## config.mk

```make
export PLATFORM = sky130hd
export DESIGN_NAME = axis_arb_mux_2to1
export DESIGN_NICKNAME = d
export VERILOG_FILES = /design/src/rtl/axis_arb_mux_2to1.sv
export SDC_FILE = /design/constraint.sdc
export NUM_CORES = 1
export LEC_CHECK = 0
export ABC_CLOCK_PERIOD_IN_PS = 1310
export CORE_AREA = 2 2 39 41
export DETAILED_ROUTE_END_ITERATION = 7
export DIE_AREA = 0 0 41 43
export GPL_TIMING_DRIVEN = 0
export PLACE_DENSITY = 0.58
export SETUP_SLACK_MARGIN = 0.02
export SLEW_MARGIN = 20
export SYNTH_ARGS = -nofsm -noshare
export SYNTH_HDL_FRONTEND = slang
export SYNTH_SLANG_ARGS = --single-unit
export TNS_END_PERCENT = 5
```

## constraint.sdc

```tcl
create_clock -name clk -period 1.31 [get_ports clk]
set_input_delay 0.262 -clock clk [delete_from_list [all_inputs] [get_ports clk]]
set_output_delay 0.262 -clock clk [all_outputs]
set_load 0.01 [all_outputs]
```

## src/rtl/axis_arb_mux_2to1.sv

```systemverilog
// Packet-aware 2:1 AXI-Stream arbiter and mux; a grant covers a whole packet, last=1 beat included.
// Latency: one arbitration cycle before each packet's first beat, then a zero-cycle combinational path.
// Backpressure: sink ready passes straight to the granted source only; the other source sees ready=0.
module axis_arb_mux_2to1 #(
   parameter int WIDTH       = 4,
   parameter int ROUND_ROBIN = 1
) (
   input  logic             clk,
   input  logic             rst,
   input  logic [WIDTH-1:0] data_0,
   input  logic             last_0,
   input  logic             valid_0,
   output logic             ready_0,
   input  logic [WIDTH-1:0] data_1,
   input  logic             last_1,
   input  logic             valid_1,
   output logic             ready_1,
   output logic [WIDTH-1:0] data,
   output logic             last,
   output logic             valid,
   input  logic             ready,
   output logic             sel,
   output logic             busy
);

   typedef enum logic {S_IDLE = 1'b0, S_BUSY = 1'b1} state_t;

   state_t           r_state;
   state_t           w_state_nxt;
   logic             r_grant;
   logic             w_grant_nxt;
   logic             r_last_grant;
   logic             w_last_grant_nxt;

   // Granted-port view of the upstream signals, shared by the FSM and the output mux.
   logic [WIDTH-1:0] w_data_g;
   logic             w_last_g;
   logic             w_valid_g;
   logic             w_xfer;
   logic             w_active;

   assign w_data_g  = r_grant ? data_1  : data_0;
   assign w_last_g  = r_grant ? last_1  : last_0;
   assign w_valid_g = r_grant ? valid_1 : valid_0;
   assign w_xfer    = (r_state == S_BUSY) && w_valid_g && ready;
   // Reset forces the handshake outputs low at once, even while the state register still says BUSY.
   assign w_active  = (r_state == S_BUSY) && !rst;

   // State register: IDLE with port 0 favoured on the first tie after reset.
   always_ff @(posedge clk) begin
      if (rst) begin
         r_state      <= S_IDLE;
         r_grant      <= 1'b0;
         r_last_grant <= 1'b1;
      end else begin
         r_state      <= w_state_nxt;
         r_grant      <= w_grant_nxt;
         r_last_grant <= w_last_grant_nxt;
      end
   end

   // Next state: arbitrate in IDLE, hold the grant in BUSY until a last beat actually transfers.
   always_comb begin
      w_state_nxt      = r_state;
      w_grant_nxt      = r_grant;
      w_last_grant_nxt = r_last_grant;
      case (r_state)
         S_IDLE: begin
            if (valid_0 && valid_1) begin
               w_grant_nxt = (ROUND_ROBIN != 0) ? ~r_last_grant : 1'b0;
               w_state_nxt = S_BUSY;
            end else if (valid_0) begin
               w_grant_nxt = 1'b0;
               w_state_nxt = S_BUSY;
            end else if (valid_1) begin
               w_grant_nxt = 1'b1;
               w_state_nxt = S_BUSY;
            end
         end
         S_BUSY: begin
            if (w_xfer && w_last_g) begin
               w_last_grant_nxt = r_grant;
               w_state_nxt      = S_IDLE;
            end
         end
         default: begin
            w_state_nxt = S_IDLE;
         end
      endcase
   end

   // Outputs: data/last always follow the grant; handshakes only open while a packet grant is held.
   always_comb begin
      data    = w_data_g;
      last    = w_last_g;
      valid   = w_active && w_valid_g;
      ready_0 = w_active && !r_grant && ready;
      ready_1 = w_active && r_grant && ready;
      busy    = w_active;
      sel     = rst ? 1'b0 : r_grant;
   end

endmodule
```

==> summary.md, run 1 <==
| Metric | Value |
|---|---|
| Antenna-violating nets left | `0` |
| Syn Area/Cell | `8.76 um^2` |
| CP Max Fanout | `8` |
| Violated checks | `negative setup slack` |
| Dpl hpwl | `629 um` |
| Critical Path RT | `1050 ps` |
| M3 GR Usage | `5.24%` |
| GRT Residual Overflow | `0` |
| Largest net degree at the start of global routing | `9` |
| Endpoints failing hold | `0` |
| Netlist cell types | `17` |
| Setup_tns | `-543 ps` |
| Cell Area, Synth | `245 um^2` |
| CTS tree | `built` |
| Leakage power | `0.000310 uW` |
| FF-to-FF End | `r_last_grant` |
| Largest family of logic cells by synthesized area | `simple AND/OR/NAND/NOR gates` |
| Status | `finished with violations` |
| Register area | `65.1 um^2` |
| GR peak layer | `met2` |
| Worst R2R Path Depth | `8` |
| First-pass GRT wire length | `1360 um` |
| Initial antenna violation count | `0` |
| Total GRT Usage | `11.4%` |
| Drt initial violations | `6` |
| Core area | `1380 um^2` |
| Final worst slack | `-84.4 ps` |
| RD Place Congestion | `0.691` |
| Max Freq | `717 MHz` |
| Endpoints failing setup | `7` |
| RSZ-0062 raised after global routing | `true` |
| H-Tree Depth | `1` |
| Rows | `14` |
| Final nets | `79` |
| CTS buffer count | `3` |
| Average routed wire per standard cell | `11.5 um` |
| Clock root buffer master | `clkbuf_4` |
| Layout cells sized above 1 | `50.8%` |
| Power Density | `705 nW/um^2` |
| Crit-path slowest cell | `dfxtp_2` |
| Cell Chain, Critical Path | `buf_6, mux2_4, buf_6` |
| Longest Clk Path Bufs | `2` |
| Clock Skew | `2.35 ps` |
| Final wirelength | `906 um` |
| Synth Warn # | `0` |
| Via density | `4.28` |
| Io pins | `25` |
| Synth Area in XOR/XNOR | `0%` |
| Setup CP Type | `reg2out` |
| DIE HEIGHT | `43 um` |
| N_diodes | `0` |
| Vias in the first global route | `307` |
| Synthesized net count | `43` |
| Clock Latency Late Sink | `230 ps` |
| Sequential share of the synthesized area | `24.5%` |
| Hold path depth | `2` |
| Drt pass-1 iters | `2` |
| Number of synthesized register bits | `3` |
| Multi-input logic area | `203 um^2` |
| Reg2reg start | `r_grant` |
| Crit path buf inv count | `2` |
| Min-delay worst type | `in2reg` |
| Fillers | `145` |
| Clk slew on worst S/H paths | `40 ps` |
| Pre-CTS WS | `-717 ps` |
| Crit path launch type | `flip-flop` |
| Compound-Gate Fraction of Synth Area | `12.8%` |
| Hold path startpoint | `last_0` |
| Die ar. | `1760 um^2` |
| CTS Hold Bufs | `0` |
| Top delay family on crit path | `flip-flops` |
| Count of pins over their slew limit | `0` |
| Layout area overhead | `155%` |
| Post-Synth Adder-Cell Area | `0%` |
| Arr. time, crit path | `1130 ps` |
| Max Cap Violations | `0` |
| Mux contribution to synthesized area | `27.0%` |
| Worst slew pin tran | `209 ps` |
| Worst Hold End | `r_last_grant` |
| IO buf count | `24` |
| Post-synthesis simple-gate area fraction | `28.1%` |
| Max VDD drop | `0.000545 V` |
| Met2 Usage GRT | `15.6%` |
| Slowest stage delay, CP | `320 ps` |
| # clock sinks | `3` |
| DRC | `0` |
| Power, Total | `441 uW` |
| Die W | `41 um` |
| Period minus WS final | `1390 ps` |
| Synthesized netlist cell count | `28` |
| Fin crit share | `106%` |
| Hold_ws | `292 ps` |
| Top cell by count, worst path | `buf_6` |
| Max-slew headroom | `86.0%` |
| Starting Density | `17.7%` |
| Via count | `338` |
| GR Util met1 | `15.3%` |
| CP endpoint kind | `output pin` |
| Worst reg-to-reg setup slack | `20 ps` |
layout make-up:
| cell class | instances | area share, % |
|---|---|---|
| clock buffer | 4 | 4.20 |
| multi-input combinational | 22 | 32.4 |
| tap | 16 | 3.20 |
| timing repair buffer | 31 | 46.8 |
| buffer | 1 | 1.80 |
| inverter | 2 | 1.20 |
| sequential | 3 | 10.4 |
layer usage:
layer | share of wire, % | routed length, um
met4 | 0 | 0
met3 | 7.0 | 63
met1 | 47 | 430
met2 | 45 | 412
met5 | 0 | 0
Yosys cell counts, drive strengths merged:
master | count | area [um^2]
mux2 | 5 | 56.3
a31oi | 1 | 6.26
and3 | 2 | 12.5
nor3 | 1 | 5.00
a311oi | 1 | 8.76
nand2b | 2 | 12.5
nor2 | 3 | 11.3
o21a | 1 | 7.51
nand3 | 1 | 5.00
inv | 2 | 7.51
a32oi | 1 | 8.76
nand2 | 1 | 3.75
nor2b | 1 | 6.26
mux2i | 1 | 10.0
nor3b | 1 | 12.5
dfxtp | 3 | 60.1
buf | 1 | 11.3
cell families (layout without fill, tap and decap cells):
logic type	Yosys count	after routing
buffers and inverters	3	38
muxes	6	6
DFF	3	3
and+or+nand+nor	12	12
AOI/OAI and AO/OA	4	4
placed cells by master (no fill, tap or decap):
cell and n:
nand3_1 1, clkdlybuf4s50_1 9, buf_6 10, clkdlybuf4s15_2 1, nand2b_4 1, nor3b_4 1, dfxtp_2 1, a31oi_1 1
buf_2 4, nor3_1 1, dfxtp_1 1, a311oi_1 1, o21a_1 1, mux2_4 5, nand2b_1 1, nand2_1 1
clkbuf_1 1, clkbuf_4 3, buf_4 3, and3_1 2, dlygate4sd2_1 4, dfxtp_4 1, a32oi_1 1, inv_1 1
nor2_1 3, mux2i_2 1, nor2b_1 1, dlymetal6s2s_1 1, inv_2 1
report_power, final:
| group | internal (uW) | switching, uW |
|---|---|---|
| Combinational | 115 | 60.1 |
| Clock | 114 | 47.9 |
| Sequential | 97.6 | 6.52 |
metrics by stage:
step                      cell area (um^2)  util [%]  cells
after CTS                              613      44.3     79
after global routing                   626      45.2     79
after global placement                 505      36.5     68
after floorplan                        245         -     28
after detailed placement               505      36.5     68
final                                  626      45.2     79
registers in the layout, summed over array words and instances (netlist names):
name          count
r_state           1
r_grant           1
r_last_grant      1
how the worst max path moves through the flow:
stage,startpoint,to,slack (ps),depth (start not counted)
3_3_place_gp,rst,ready_0,-740,4
3_5_place_dp,rst,ready_0,-720,4
4_1_cts,r_grant,ready_0,-90,4
6_report,r_grant,data[2],-80,3
2_1_floorplan,r_grant,data[0],230,2
5_1_grt,r_grant,valid,-150,4
what timing repair did:
item,4_1_cts,5_1_grt
endpoints found under the setup margin,10,10
setup buffers,7,0
pin swaps,2,1
resized for setup,61,4
Power figures use the tool's default switching activity.
==> run 2, diff against run 1 <==
ABC_CLOCK_PERIOD_IN_PS = 1260   (was 1310)
GPL_ROUTABILITY_DRIVEN = 0   (was not set)
PLACE_DENSITY = 0.6   (was 0.58)
REMOVE_ABC_BUFFERS = 1   (was not set)
clock period = 1.26 ns   (was 1.31 ns; I/O delays follow)
==> run 2 against run 1 <==
Against the previous run: the flow still finishes with violations (negative setup slack); routed wire length increased by 4.1%; die area unchanged; cell count unchanged; largest cell class unchanged; largest power group unchanged.
==> summary.md, run 2 (synthesis results as in run 1) <==
| Metric | Value |
|---|---|
| Status | `finished with violations` |
| Violated checks | `negative setup slack` |
| Final worst slack | `-143 ps` |
| Most common cell after layout, fill and taps aside | `clkdlybuf4s50_1` |
| Setup_tns | `-1010 ps` |
| # clock sinks | `3` |
| Drt initial violations | `2` |
| Rows | `14` |
| Layout cells sized above 1 | `50.8%` |
| DRC | `0` |
| DP Area | `494 um^2` |
| Layout area overhead | `153%` |
| N_diodes | `0` |
| Dpl hpwl | `611 um` |
| Final wirelength | `943 um` |
| Endpoints failing setup | `9` |
| Max Cap Violations | `0` |
| Largest net degree at the start of global routing | `7` |
| Setup CP Type | `reg2out` |
| Core area | `1380 um^2` |
| Worst Hold End | `r_grant` |
| Max-slew headroom | `82.9%` |
| Clk slew on worst S/H paths | `30 ps` |
| Worst reg-to-reg setup slack | `-90 ps` |
| Clock Latency Late Sink | `230 ps` |
| Clock Skew | `2.28 ps` |
| CP Max Fanout | `4` |
| Arr. time, crit path | `1150 ps` |
| Longest Clk Path Bufs | `2` |
| Hold_ws | `362 ps` |
| Io pins | `25` |
| Combinational power share | `39.4%` |
| GRT Residual Overflow | `0` |
| DIE HEIGHT | `43 um` |
| Worst R2R Path Depth | `8` |
| Max Freq | `713 MHz` |
| Die ar. | `1760 um^2` |
| Final nets | `79` |
| First-pass GRT wire length | `1470 um` |
| Cell-internal power | `337 uW` |
| Final Cell Area | `621 um^2` |
| FF-to-FF End | `r_last_grant` |
| Period minus WS final | `1400 ps` |
| Top cell by count, worst path | `buf_6` |
| Max VDD drop | `0.000259 V` |
| Worst slew pin tran | `255 ps` |
| Initial antenna violation count | `0` |
| Cell Chain, Critical Path | `buf_6, buf_6, nor3b_4, buf_2` |
| Drt pass-1 iters | `4` |
| Slowest stage delay, CP | `360 ps` |
| CP endpoint kind | `output pin` |
| Crit-path slowest cell | `dfxtp_4` |
| Critical Path RT | `1010 ps` |
| H-Tree Depth | `1` |
| Fin crit share | `111%` |
| Min-delay worst type | `in2reg` |
| Via density | `4.62` |
| Crit path launch type | `flip-flop` |
| Switch share | `25.4%` |
| Power Density | `729 nW/um^2` |
| Endpoints failing hold | `0` |
| Power, Total | `452 uW` |
| Die W | `41 um` |
| Fin util | `44.8%` |
| Total GRT Usage | `12.5%` |
| CTS tree | `built` |
| Average routed wire per standard cell | `11.9 um` |
| Hold path startpoint | `rst` |
| IO buf count | `24` |
| Antenna-violating nets left | `0` |
| Via count | `365` |
| Reg2reg start | `r_grant` |
| Top Registers | `r_grant (1), r_last_grant (1), r_state (1)` |
| Vias in the first global route | `375` |
| RSZ-0062 raised after global routing | `true` |
| Sw power | `115 uW` |
| Most frequent cells in the layout | `clkdlybuf4s50_1 (10), buf_6 (8), buf_2 (5)` |
| Clock network power share | `36.2%` |
| Starting Density | `17.7%` |
| Sequential cell fraction of total power | `24.4%` |
| Leakage power | `0.000298 uW` |
| Hold path depth | `2` |
| Fillers | `143` |
| Count of pins over their slew limit | `0` |
| Clock root buffer master | `clkbuf_4` |
| CTS buffer count | `3` |
==> run 2: changes by cell type in the layout (fill, tap and decap cells not counted), sizes merged <==
| cell | change |
|---|---|
| clkbuf | +1 |
| dlygate4sd2 | -1 |
| dlymetal6s2s | -1 |
| clkdlybuf4s50 | +1 |
==> run 2: layout make-up <==
| class | instances | area (um^2) | area share [%] |
|---|---|---|---|
| clock buffers | 4 | 26.3 | 4.23 |
| repair buffers | 32 | 300 | 48.4 |
| inverters | 2 | 7.51 | 1.21 |
| multi-input cells | 22 | 199 | 32.1 |
| flip-flops and latches | 3 | 67.6 | 10.9 |
| well taps | 16 | 20.0 | 3.23 |
==> run 2: per-layer routing <==
metal | global-route usage [%] | wire, um | up-vias
met3 | 3.14 | 45 | 0
met1 | 11.8 | 345 | 179
met5 | 0 | 0 | -
met2 | 22.8 | 552 | 13
li1 | - | - | 173
met4 | 6.00 | 0 | 0
==> run 2: how the worst max path moves through the flow <==
stage / start / to / slack [ps]
3_5_place_dp: rst / ready_0 / -750
5_1_grt: r_grant / valid / -180
4_1_cts: r_grant / ready_0 / -160
3_3_place_gp: rst / ready_0 / -770
6_report: r_grant / ready_0 / -140
2_1_floorplan: r_grant / last / 110
==> run 2: critical path, delay by kind of cell, from the launching register on <==
family	cells	cell delay, ps
DFF	1	360
buffers and inverters	3	400
and+or+nand+nor	1	160
==> run 2: power groups by stage <==
stage / clock network, uW / registers (uW) / logic (uW)
final: 164 / 110 / 178
after global placement: 0 / 114 / 137
after floorplan: 0 / 111 / 48.2
after detailed placement: 0 / 114 / 138
after global routing: 177 / 112 / 190
after CTS: 172 / 109 / 172
==> run 2: through the flow <==
stage               worst slack [ps]  std cells
floorplan                        112         27
global placement                -770         67
detailed placement              -749         67
CTS                             -156         79
global route                    -183         79
finish                          -143         79
==> run 2: repair_timing <==
| item | in CTS | in global routing |
|---|---|---|
| gates resized for setup | 61 | 5 |
| buffers inserted | 8 | 0 |
| pin swaps | 2 | 2 |
| endpoints found under the setup margin | 11 | 11 |
| hold buffers | 0 | 0 |
